## src/rtl/frag_mem_pkg.sv

```systemverilog
// Shared types and TileLink-UH helpers for frag_mem_arbiter.
// Opcode constants, beat math and the tracking FIFO entry layout.
package frag_mem_pkg;

    localparam logic [2:0] TL_A_PUT_FULL    = 3'd0;
    localparam logic [2:0] TL_A_PUT_PARTIAL = 3'd1;
    localparam logic [2:0] TL_A_GET         = 3'd4;
    localparam logic [2:0] TL_D_ACK         = 3'd0;
    localparam logic [2:0] TL_D_ACK_DATA    = 3'd1;

    // Index field is wide enough for the largest supported requester count (8).
    localparam int IDX_W  = 3;
    // Longest burst is 4 beats (size 4 on a 32-bit bus).
    localparam int BEAT_W = 3;
    localparam logic [3:0] MAX_SIZE = 4'd4;

    typedef struct packed {
        logic [IDX_W-1:0]  idx;
        logic [BEAT_W-1:0] beats;
    } track_entry_t;

    function automatic logic size_illegal(input logic [3:0] size);
        return size > MAX_SIZE;
    endfunction

    // opcode is always the A opcode; is_a selects request or response beats.
    function automatic logic [BEAT_W-1:0] beats_from_size(
        input logic [2:0] opcode,
        input logic [3:0] size,
        input logic       is_a
    );
        logic is_put;
        logic multi;
        is_put = (opcode == TL_A_PUT_FULL) || (opcode == TL_A_PUT_PARTIAL);
        multi  = is_a ? is_put : (opcode == TL_A_GET);
        if (!multi || size <= 4'd2 || size_illegal(size)) begin
            return BEAT_W'(1);
        end else if (size == 4'd3) begin
            return BEAT_W'(2);
        end else begin
            return BEAT_W'(4);
        end
    endfunction

endpackage

```

## src/rtl/frag_mem_track_fifo.sv

```systemverilog
// In-order tracking FIFO of outstanding transactions.
// A pop and a push may share a cycle even when full.
module frag_mem_track_fifo
    import frag_mem_pkg::*;
#(
    parameter int DEPTH = 4
) (
    input  logic         clk,
    input  logic         rst,
    input  logic         push,
    input  track_entry_t push_data,
    input  logic         pop,
    output track_entry_t head,
    output logic         full,
    output logic         empty
);

    localparam int PTR_W = $clog2(DEPTH);

    track_entry_t     slots [DEPTH];
    logic [PTR_W-1:0] wr_ptr;
    logic [PTR_W-1:0] rd_ptr;
    logic [PTR_W:0]   count;
    logic             do_push;
    logic             do_pop;

    assign full    = (count == (PTR_W+1)'(DEPTH));
    assign empty   = (count == '0);
    assign do_pop  = pop && !empty;
    assign do_push = push && (!full || do_pop);
    assign head    = slots[rd_ptr];

    // pointer and occupancy tracking
    always_ff @(posedge clk) begin
        if (rst) begin
            wr_ptr <= '0;
            rd_ptr <= '0;
            count  <= '0;
        end else begin
            if (do_push) begin
                wr_ptr <= wr_ptr + 1'b1;
            end
            if (do_pop) begin
                rd_ptr <= rd_ptr + 1'b1;
            end
            case ({do_push, do_pop})
                2'b10:   count <= count + 1'b1;
                2'b01:   count <= count - 1'b1;
                default: count <= count;
            endcase
        end
    end

    // entry storage; contents are only meaningful while counted
    always_ff @(posedge clk) begin
        if (do_push) begin
            slots[wr_ptr] <= push_data;
        end
    end

endmodule

```

## src/rtl/frag_mem_arbiter.sv

```systemverilog
// Round-robin TL-UH arbiter sharing one memory port among NUM_REQ masters.
// Grants are held for whole Put bursts; D beats follow the in-order FIFO head.
module frag_mem_arbiter
    import frag_mem_pkg::*;
#(
    parameter int NUM_REQ     = 4,
    parameter int OUTSTANDING = 4
) (
    input  logic                    clk,
    input  logic                    rst,
    input  logic [3*NUM_REQ-1:0]    req_a_opcode,
    input  logic [3*NUM_REQ-1:0]    req_a_param,
    input  logic [4*NUM_REQ-1:0]    req_a_size,
    input  logic [32*NUM_REQ-1:0]   req_a_address,
    input  logic [4*NUM_REQ-1:0]    req_a_mask,
    input  logic [32*NUM_REQ-1:0]   req_a_data,
    input  logic [NUM_REQ-1:0]      req_a_corrupt,
    input  logic [NUM_REQ-1:0]      req_a_valid,
    output logic [NUM_REQ-1:0]      req_a_ready,
    output logic [3*NUM_REQ-1:0]    req_d_opcode,
    output logic [2*NUM_REQ-1:0]    req_d_param,
    output logic [4*NUM_REQ-1:0]    req_d_size,
    output logic [NUM_REQ-1:0]      req_d_denied,
    output logic [32*NUM_REQ-1:0]   req_d_data,
    output logic [NUM_REQ-1:0]      req_d_corrupt,
    output logic [NUM_REQ-1:0]      req_d_valid,
    input  logic [NUM_REQ-1:0]      req_d_ready,
    output logic [2:0]              mem_a_opcode,
    output logic [2:0]              mem_a_param,
    output logic [3:0]              mem_a_size,
    output logic [31:0]             mem_a_address,
    output logic [3:0]              mem_a_mask,
    output logic [31:0]             mem_a_data,
    output logic                    mem_a_corrupt,
    output logic                    mem_a_valid,
    input  logic                    mem_a_ready,
    input  logic [2:0]              mem_d_opcode,
    input  logic [1:0]              mem_d_param,
    input  logic [3:0]              mem_d_size,
    input  logic                    mem_d_denied,
    input  logic [31:0]             mem_d_data,
    input  logic                    mem_d_corrupt,
    input  logic                    mem_d_valid,
    output logic                    mem_d_ready,
    output logic                    err_o
);

    typedef enum logic {
        A_IDLE,
        A_BURST
    } a_state_t;

    a_state_t          a_state;
    logic [IDX_W-1:0]  rr_ptr;
    logic [IDX_W-1:0]  lock_idx;
    logic [IDX_W-1:0]  rr_idx;
    logic [IDX_W-1:0]  grant;
    logic [BEAT_W-1:0] a_cnt;
    logic [BEAT_W-1:0] d_cnt;
    logic [BEAT_W-1:0] a_beats;
    logic [NUM_REQ-1:0] rot;
    logic              locked;
    logic              a_open;
    logic              a_fire;
    logic              a_first;
    logic              push;
    logic              pop;
    logic              d_fire;
    logic              fifo_full;
    logic              fifo_empty;
    logic              err_set;
    track_entry_t      push_data;
    track_entry_t      head;

    function automatic logic [IDX_W-1:0] next_idx(input logic [IDX_W-1:0] i);
        return (i == IDX_W'(NUM_REQ - 1)) ? '0 : i + 1'b1;
    endfunction

    // first valid requester at or after rr_ptr, found on a rotated view
    always_comb begin
        logic           found;
        logic [IDX_W:0] sum;
        found  = 1'b0;
        sum    = '0;
        rr_idx = rr_ptr;
        rot    = NUM_REQ'({req_a_valid, req_a_valid} >> rr_ptr);
        for (int k = 0; k < NUM_REQ; k++) begin
            if (!found && rot[k]) begin
                found  = 1'b1;
                sum    = {1'b0, rr_ptr} + (IDX_W+1)'(k);
                rr_idx = (sum >= (IDX_W+1)'(NUM_REQ))
                       ? IDX_W'(sum - (IDX_W+1)'(NUM_REQ))
                       : IDX_W'(sum);
            end
        end
    end

    assign locked = (a_state == A_BURST);
    assign grant  = locked ? lock_idx : rr_idx;
    // A locked burst already owns its FIFO slot; a same-cycle pop frees one.
    assign a_open = !rst && (locked || !fifo_full || pop);

    // steer the granted requester onto the memory A channel
    always_comb begin
        mem_a_opcode  = '0;
        mem_a_param   = '0;
        mem_a_size    = '0;
        mem_a_address = '0;
        mem_a_mask    = '0;
        mem_a_data    = '0;
        mem_a_corrupt = 1'b0;
        mem_a_valid   = 1'b0;
        req_a_ready   = '0;
        for (int k = 0; k < NUM_REQ; k++) begin
            if (grant == IDX_W'(k)) begin
                mem_a_opcode   = req_a_opcode[k*3 +: 3];
                mem_a_param    = req_a_param[k*3 +: 3];
                mem_a_size     = req_a_size[k*4 +: 4];
                mem_a_address  = req_a_address[k*32 +: 32];
                mem_a_mask     = req_a_mask[k*4 +: 4];
                mem_a_data     = req_a_data[k*32 +: 32];
                mem_a_corrupt  = req_a_corrupt[k];
                mem_a_valid    = a_open && req_a_valid[k];
                req_a_ready[k] = a_open && mem_a_ready;
            end
        end
    end

    assign a_fire    = mem_a_valid && mem_a_ready;
    assign a_first   = a_fire && !locked;
    assign a_beats   = beats_from_size(mem_a_opcode, mem_a_size, 1'b1);
    assign push      = a_first;
    assign push_data = '{idx: grant,
                         beats: beats_from_size(mem_a_opcode, mem_a_size, 1'b0)};

    // route D to the head requester; an empty FIFO swallows stray beats
    always_comb begin
        req_d_valid = '0;
        mem_d_ready = !rst && fifo_empty;
        for (int k = 0; k < NUM_REQ; k++) begin
            if (!fifo_empty && head.idx == IDX_W'(k)) begin
                req_d_valid[k] = !rst && mem_d_valid;
                mem_d_ready    = !rst && req_d_ready[k];
            end
        end
    end

    assign req_d_opcode  = {NUM_REQ{mem_d_opcode}};
    assign req_d_param   = {NUM_REQ{mem_d_param}};
    assign req_d_size    = {NUM_REQ{mem_d_size}};
    assign req_d_denied  = {NUM_REQ{mem_d_denied}};
    assign req_d_data    = {NUM_REQ{mem_d_data}};
    assign req_d_corrupt = {NUM_REQ{mem_d_corrupt}};

    assign d_fire  = mem_d_valid && mem_d_ready && !fifo_empty;
    assign pop     = d_fire && ((d_cnt + 1'b1) == head.beats);
    assign err_set = (mem_d_valid && fifo_empty)
                   || (a_first && size_illegal(mem_a_size));

    frag_mem_track_fifo #(
        .DEPTH(OUTSTANDING)
    ) u_fifo (
        .clk      (clk),
        .rst      (rst),
        .push     (push),
        .push_data(push_data),
        .pop      (pop),
        .head     (head),
        .full     (fifo_full),
        .empty    (fifo_empty)
    );

    // burst lock FSM and round-robin pointer advance
    always_ff @(posedge clk) begin
        if (rst) begin
            a_state  <= A_IDLE;
            lock_idx <= '0;
            a_cnt    <= '0;
            rr_ptr   <= '0;
        end else if (a_fire) begin
            case (a_state)
                A_IDLE: begin
                    if (a_beats > BEAT_W'(1)) begin
                        a_state  <= A_BURST;
                        lock_idx <= grant;
                        a_cnt    <= a_beats - 1'b1;
                    end else begin
                        rr_ptr <= next_idx(grant);
                    end
                end
                A_BURST: begin
                    if (a_cnt == BEAT_W'(1)) begin
                        a_state <= A_IDLE;
                        a_cnt   <= '0;
                        rr_ptr  <= next_idx(lock_idx);
                    end else begin
                        a_cnt <= a_cnt - 1'b1;
                    end
                end
                default: a_state <= A_IDLE;
            endcase
        end
    end

    // D beat counter and sticky protocol error
    always_ff @(posedge clk) begin
        if (rst) begin
            d_cnt <= '0;
            err_o <= 1'b0;
        end else begin
            if (d_fire) begin
                d_cnt <= pop ? '0 : d_cnt + 1'b1;
            end
            if (err_set) begin
                err_o <= 1'b1;
            end
        end
    end

endmodule

```

## config.mk

```make
export PLATFORM = sky130hd
export DESIGN_NAME = frag_mem_arbiter
export DESIGN_NICKNAME = d
export VERILOG_FILES = /design/src/rtl/frag_mem_pkg.sv /design/src/rtl/frag_mem_track_fifo.sv /design/src/rtl/frag_mem_arbiter.sv
export SDC_FILE = /design/constraint.sdc
export NUM_CORES = 1
export LEC_CHECK = 0
export BUFFER_PORTS_ARGS = -buffer_cell sky130_fd_sc_hd__buf_2
export CORE_AREA = 5 5 241 243
export DETAILED_ROUTE_END_ITERATION = 8
export DIE_AREA = 0 0 246 248
export GPL_TIMING_DRIVEN = 0
export MAX_ROUTING_LAYER = met4
export PLACE_DENSITY_LB_ADDON = 0.15
export SKIP_LAST_GASP = 1
export SLEW_MARGIN = 10
export SYNTH_ARGS = -nofsm -noshare
export SYNTH_HDL_FRONTEND = slang
export SYNTH_SLANG_ARGS = --single-unit
```

## constraint.sdc

```tcl
create_clock -name clk -period 11.2 [get_ports clk]
set_input_delay 1.68 -clock clk [delete_from_list [all_inputs] [get_ports clk]]
set_output_delay 1.68 -clock clk [all_outputs]
set_load 0.005 [all_outputs]
```

=== Word-level counts from Yosys, hierarchy flattened ===
Memory sizes are Yosys's and may differ from the RTL's. A register that Yosys moved wholly into a read port is not among the register bits.
Index checks and enable logic that the tools add are counted.

* Bits in registers: 21
* RAM bits: 24
* Input port bits: 371
* Memories kept: 1

* Add/sub/neg operators: 16
* Magnitude comparators: 7
* Equality and inequality tests: 18
* Shift-type cells: 1
* Muxes and demuxes: 76
* Bitwise gates (word level): 1
* Reductions and logical operators: 54

{| class="wikitable"
|+ Memories
! memory !! words !! width !! rd ports !! clocked after Yosys merged registers in !! write ports !! RTL line !! text
|-
| u_fifo.slots || 4 || 6 || 1 || 1 || 1 || frag_mem_track_fifo.sv:20 || <nowiki>track_entry_t slots [DEPTH];</nowiki>
|}

{| class="wikitable"
|+ Operator list
! cell !! number
|-
| 32-bit 2-to-1 mux || 8
|-
| 3-bit 2-to-1 mux || 27
|-
| 4-bit 2-to-1 mux || 8
|-
| 1-bit logical AND || 28
|-
| 1-bit 2-to-1 mux || 27
|-
| 3-bit case mux with 2 select lines || 3
|-
| 3-bit by 2-bit == test with 1-bit output, second input constant || 5
|-
| 3-bit by 1-bit adder with 3-bit output, second input constant || 4
|-
| 3-bit by 1-bit == test with 1-bit output, second input constant || 4
|-
| 4-bit by 3-bit greater-or-equal comparator with 1-bit output, second input constant || 3
|-
| 3-bit zero test || 4
|-
| 3-bit subtractor, second input constant || 4
|-
| 1-bit zero test || 9
|-
| 1-bit logical OR || 9
|-
| 3-bit by 1-bit subtractor with 3-bit output, second input constant || 3
|-
| 3-bit by 2-bit adder with 4-bit output, second input constant || 2
|-
| 8-bit by 3-bit right shift with 4-bit output || 1
|-
| 3-bit == test, second input constant || 2
|-
| 3-bit AND reduction || 2
|-
| 2-bit by 1-bit adder with 2-bit output, second input constant || 2
|-
| 3-bit by 1-bit adder with 4-bit output, second input constant || 1
|-
| 4-bit by 2-bit == test with 1-bit output, second input constant || 1
|-
| 4-bit by 3-bit greater-than comparator with 1-bit output, second input constant || 1
|-
| 4-bit by 2-bit <= comparator with 1-bit output, second input constant || 1
|-
| other kinds (12) || 14
|}

=== Longest topological paths before layout ===
* Word-level depth: 26
* Gate-level depth with buffers: 22
* Depth with buffers taken out: 19

=== Modules after synthesis ===
Synthesis repeated with hierarchy kept, for this count alone.

* Cell total of the unflattened synthesis: 835
* Area total of the unflattened synthesis: 6,397.4 sq um

{| class="wikitable"
|+ By module, submodules not included
! module !! times used !! cells an instance !! area an instance (sq um)
|-
| frag_mem_arbiter || 1 || 750 || 5,041.1
|-
| frag_mem_track_fifo || 1 || 85 || 1,356.3
|}

=== Worst setup path before layout ===
OpenSTA, ideal clock, no wires.

* Path kind: input to output
* Start: in req_a_valid[2]
* End: out mem_a_address[0]
* Arrival time: 4.892 ns
* Required time: 9.520 ns
* Slack: 4.628 ns
* Stages on the path: 14
* Path through: clkbuf_1 > mux4_2 > nor3b_1 > a221oi_1 > a221oi_2 > inv_1 > ha_1 > clkbuf_1 > o311a_1 > clkbuf_1 > clkbuf_1 > clkbuf_1 > nand2_1 > o21ai_0

* Cells in the longest elaborated chain, start to end: 17
* Elaborated cells on any way between the ends: 23
* Classes of those cells: eq/ne (3); shift (1); mux (12); reduce/logical (7)

{| class="wikitable"
|+ RTL lines
! element !! RTL line !! text
|-
| start, declared || frag_mem_arbiter.sv:18 || <nowiki>input logic [NUM_REQ-1:0] req_a_valid,</nowiki>
|-
| 8-bit by 3-bit right shift with 4-bit output * || frag_mem_arbiter.sv:86 || <nowiki>rot = NUM_REQ'({req_a_valid, req_a_valid} >> rr_ptr);</nowiki>
|-
| 1-bit 2-to-1 mux || frag_mem_arbiter.sv:88 || <nowiki>if (!found && rot[k]) begin</nowiki>
|-
| 1-bit zero test || frag_mem_arbiter.sv:88 ||
|-
| 1-bit logical AND || frag_mem_arbiter.sv:88 ||
|-
| 1-bit 2-to-1 mux || frag_mem_arbiter.sv:88 ||
|-
| 1-bit zero test || frag_mem_arbiter.sv:88 ||
|-
| 1-bit logical AND || frag_mem_arbiter.sv:88 ||
|-
| 1-bit 2-to-1 mux || frag_mem_arbiter.sv:88 ||
|-
| 1-bit zero test || frag_mem_arbiter.sv:88 ||
|-
| 1-bit logical AND || frag_mem_arbiter.sv:88 ||
|-
| 3-bit 2-to-1 mux * || frag_mem_arbiter.sv:88 ||
|-
| 3-bit 2-to-1 mux * || frag_mem_arbiter.sv:99 || <nowiki>assign grant = locked ? lock_idx : rr_idx;</nowiki>
|-
| 3-bit zero test || frag_mem_arbiter.sv:115 || <nowiki>if (grant == IDX_W'(k)) begin</nowiki>
|-
| 32-bit 2-to-1 mux (3 in a row) || frag_mem_arbiter.sv:115 ||
|-
| 32-bit 2-to-1 mux * || frag_mem_arbiter.sv:115 ||
|-
| end, declared || frag_mem_arbiter.sv:31 || <nowiki>output logic [31:0] mem_a_address,</nowiki>
|}

Mark *: on every way between the ends. The rest lies on a longest branch, timed or not.

=== Worst setup path after layout ===
* Start: in req_a_valid[0]
* End: out mem_a_address[24]

* Cells in the longest elaborated chain, start to end: 17
* Elaborated cells on any way between the ends: 23
* Classes of those cells: eq/ne (3); shift (1); mux (12); reduce/logical (7)

{| class="wikitable"
|+ RTL lines
! element !! RTL line !! text
|-
| 8-bit by 3-bit right shift with 4-bit output * || frag_mem_arbiter.sv:86 ||
|-
| 1-bit 2-to-1 mux || frag_mem_arbiter.sv:88 ||
|-
| 1-bit zero test || frag_mem_arbiter.sv:88 ||
|-
| 1-bit logical AND || frag_mem_arbiter.sv:88 ||
|-
| 1-bit 2-to-1 mux || frag_mem_arbiter.sv:88 ||
|-
| 1-bit zero test || frag_mem_arbiter.sv:88 ||
|-
| 1-bit logical AND || frag_mem_arbiter.sv:88 ||
|-
| 1-bit 2-to-1 mux || frag_mem_arbiter.sv:88 ||
|-
| 1-bit zero test || frag_mem_arbiter.sv:88 ||
|-
| 1-bit logical AND || frag_mem_arbiter.sv:88 ||
|-
| 3-bit 2-to-1 mux * || frag_mem_arbiter.sv:88 ||
|-
| 3-bit 2-to-1 mux * || frag_mem_arbiter.sv:99 ||
|-
| via grant[0] || frag_mem_arbiter.sv:57 || <nowiki>logic [IDX_W-1:0] grant;</nowiki>
|-
| 3-bit zero test || frag_mem_arbiter.sv:115 ||
|-
| 32-bit 2-to-1 mux (3 in a row) || frag_mem_arbiter.sv:115 ||
|-
| 32-bit 2-to-1 mux * || frag_mem_arbiter.sv:115 ||
|}

The timed path passes the listed nets; every way through them passes the cells marked *.

==> flow_metrics.py <==
metrics = {
    "outcome": {
        "outcome": "complete, no violations",
    },
    "run": {
        "cap_violations": 0,
    },
    "power": {
        "vdd_drop_max_mv": 0.146,
        "power_w": 0.00347,
        "power.leakage_nw": 4.94,
        "power_density_mw_per_mm2": 332,
    },
    "critical_path": {
        "critPathTopFamily": "buffers and inverters",
        "cp_max_fo": 10,
        "required_ps": 9520,
        "slowest_delay_ps": 730,
        "path_cells": "buf_2 > nor2b_1 > mux4_2 > nor3b_1 > nor3_1 > a21o_1 > ha_1 > clkbuf_1 > o311a_1 > clkbuf_1 > clkbuf_1 > clkbuf_1 > nand2_1 > o21ai_0 > buf_2",
        "crit_type": "in -> out",
        "worstPathArrival_ps": 7620,
        "reg2reg_to": "u_fifo.count[2]$_SDFFE_PP0P_",
        "endpoint_kind": "primary output",
        "rr_startpoint": "rr_ptr[0]$_SDFFE_PP0P_",
        "crit_slowest_cell": "clkbuf_1",
        "rr_worst_depth": 20,
        "critPathBufInv": 6,
        "cp-start-kind": "input port",
        "reg2reg_slack_ps": 5230,
        "crit_top_cell": "clkbuf_1",
    },
    "synthesis": {
        "synth.area.top_cells": "buf_4 (20%), o21ai_0 (13%), a221o_1 (11%)",
        "syn-cell-area_mm2": 0.00637,
        "synth_top_area_cell": "buf_4",
        "syn_nets": 1229,
        "yosys-top-cells-count": "buf_4 (172), o21ai_0 (162), nand2_1 (97)",
        "synth_top_flop_cell": "edfxtp_1",
        "seq_area_frac_synth_pct": 18.5,
        "ys_types": 69,
        "synthCells": 844,
        "synth_edf_count": 24,
        "avgSynthCellArea_um2": 7.55,
        "synth-async-reset-ratio_pct": 0,
        "ys_ff_latch": 47,
        "synth.most_common_cell": "buf_4",
        "netlist.area_leader.share_pct": 20.3,
        "yosysWarnings": 0,
    },
    "placement": {
        "place.gp.congestion": 0.916,
        "io_buffers": 587,
        "dpl_cell_area_mm2": 0.0103,
        "dp_slack_ps": 1490,
        "dp_hpwl_mm": 46.9,
    },
    "final_layout": {
        "stdcell_area_mm2": 0.0104,
        "area_growth_pct": 63.8,
        "final_layout_size_suffix_gt1_share_pct": 55.8,
        "n_fill_cell": 6558,
        "fin_nets": 1823,
    },
    "sta": {
        "final.min_clock_period_ps": 9300,
        "slew_violations": 0,
        "tightest_slew_ps": 915,
        "fin_setup_tns_ps": 0,
        "hold_viol": 0,
        "timing.hold.ws_ps": 507,
        "slew_headroom_pct": 39.0,
        "period_share_pct": 83.0,
        "clock_skew_ps": 3.92,
        "fin_ws_ps": 1900,
        "fmax_ghz": 0.108,
        "setup_viol": 0,
        "rsz0062_at_grt": "no",
    },
    "grt": {
        "grt_pass1_wl_mm": 69.7,
        "grt_max_degree": 16,
        "grt_pass1_vias": 8761,
        "grtUsageTotal_pct": 16.6,
        "grt_overflow": 0,
        "grt.busiest_layer": "met2",
        "globalRouteMet1Util_pct": 19.8,
        "antenna_found_initial": 28,
        "gr-usage-met3_pct": 5.50,
        "met2_usage_pct": 28.1,
    },
    "cts": {
        "clk_pin_slew_ps": 70,
        "root_buffer": "clkbuf_16",
        "clockBufferDepth": 2,
        "postCtsHoldBufs": 0,
        "clock_latency_ps": 290,
        "cts_tree": "yes",
        "htree_levels": 2,
        "cts_buffers": 5,
        "post_cts_buffers": 0,
        "cts_resized": 0,
        "cts_sinks": 47,
    },
    "drt": {
        "dr.pass1.iters": 5,
        "drc": 0,
        "viasPerCell": 3.97,
        "drt_wl_total_mm": 53.6,
        "drt_iter0_markers": 472,
        "wl_per_cell_um": 24.3,
        "drtAntennaViolNets": 0,
        "vias": 8766,
    },
    "min_path": {
        "hold_start": "u_fifo.wr_ptr[1]$_SDFFE_PP0P_",
        "hold_class": "reg -> reg",
        "holdPathStages": 2,
        "holdPathEnd": "u_fifo.wr_ptr[1]$_SDFFE_PP0P_",
    },
    "floorplanning": {
        "start_util_pct": 11.4,
        "coreArea_mm2": 0.0557,
        "ioPinCount": 633,
        "num_rows": 87,
        "die-area_mm2": 0.0610,
        "die_w_um": 246,
        "die_y_um": 248,
    },
}
==> stage by stage <==
| stage | cells | utilization [%] |
|---|---|---|
| after CTS | 2195 | 18.7 |
| after detailed placement | 2187 | 18.4 |
| after global routing | 2210 | 18.7 |
| after floorplan | 844 | - |
| final | 2210 | 18.7 |
| after global placement | 2187 | 18.4 |
==> kinds of logic (layout without fill, tap and decap cells) <==
kind of cell / count (synthesis) / in the layout / share of synthesized area, %
adder cells (fa/ha/maj): 14 / 14 / 2.87
XOR/XNOR: 11 / 11 / 1.51
flip-flops: 47 / 47 / 18.5
AND/OR/NAND/NOR: 191 / 191 / 14.3
AO/OA/AOI/OAI: 307 / 307 / 33.4
multiplexers: 12 / 12 / 3.45
other: 0 / 15 / 0
buffers and inverters: 262 / 857 / 25.9
==> worst min-delay path: stages (launching register included) <==
cell and delay (ps):
dfxtp_1 340, nand2_1 70, a21oi_1 50
==> metal layers <==
metal,part of all wire (%),up-vias
met5,0,-
met4,1.4,0
met3,9.0,38
met2,50,414
met1,40,4189
li1,-,4125
==> worst max-delay path by stage <==
stage | from | endpoint | slack [ps] | cells past startpoint
6_report | req_a_valid[0] | mem_a_address[24] | 1900 | 15
5_1_grt | req_a_valid[0] | mem_a_address[24] | 1270 | 15
4_1_cts | req_a_valid[0] | mem_a_address[24] | 1490 | 15
3_5_place_dp | req_a_valid[0] | mem_a_address[24] | 1490 | 15
3_3_place_gp | req_a_valid[0] | mem_a_address[24] | 1460 | 15
2_1_floorplan | req_a_valid[2] | mem_a_address[0] | 4630 | 14
==> registers in the layout (all words and copies together), names as in the netlist, named ones only <==
name	flops
a_cnt	3
a_state	1
d_cnt	3
err_o	1
lock_idx	3
rr_ptr	3
u_fifo.count	3
u_fifo.rd_ptr	2
u_fifo.slots	24
u_fifo.wr_ptr	2
==> cell type report <==
type                       instances  area (um2)  share of cell area, %
antenna                           15        37.5                  0.359
multi-input combinational        535        3540                   33.9
clock inverter                     2        16.3                  0.156
buffer                           235        1550                   14.8
inverter                          27         101                  0.971
tap                              756         946                   9.06
timing repair buffer             587        2940                   28.1
sequential                        47        1180                   11.3
clock buffer                       6         129                   1.23
==> power breakdown <==
part	internal [W]	switching (W)	leakage, nW	total [W]
clock network	0.0000838	0.0000679	0.0676	0.000152
logic	0.00116	0.00193	4.46	0.00309
registers	0.000211	0.0000107	0.411	0.000222
total	0.00145	0.00201	4.94	0.00347
==> cells in the final DEF (no fill, tap or decap), types with 4 or more instances in the layout <==
| cell | count |
|---|---|
| buf_4 | 172 |
| a221oi_1 | 5 |
| and2_1 | 10 |
| dfxtp_1 | 23 |
| a211oi_1 | 5 |
| nand2b_1 | 10 |
| mux4_2 | 8 |
| nand2_1 | 97 |
| buf_2 | 598 |
| diode_2 | 15 |
| xor2_1 | 7 |
| clkbuf_1 | 52 |
| and3_1 | 6 |
| xnor2_1 | 4 |
| nor3_1 | 9 |
| mux2i_1 | 4 |
| nor3b_1 | 5 |
| nand3b_1 | 4 |
| nor2b_1 | 6 |
| inv_1 | 25 |
| nand3_1 | 4 |
| nor2_1 | 25 |
| ha_1 | 13 |
| o21ai_0 | 162 |
| a221o_1 | 73 |
| clkbuf_16 | 5 |
| edfxtp_1 | 24 |
| a21oi_1 | 23 |
Power figures use the tool's default switching activity.
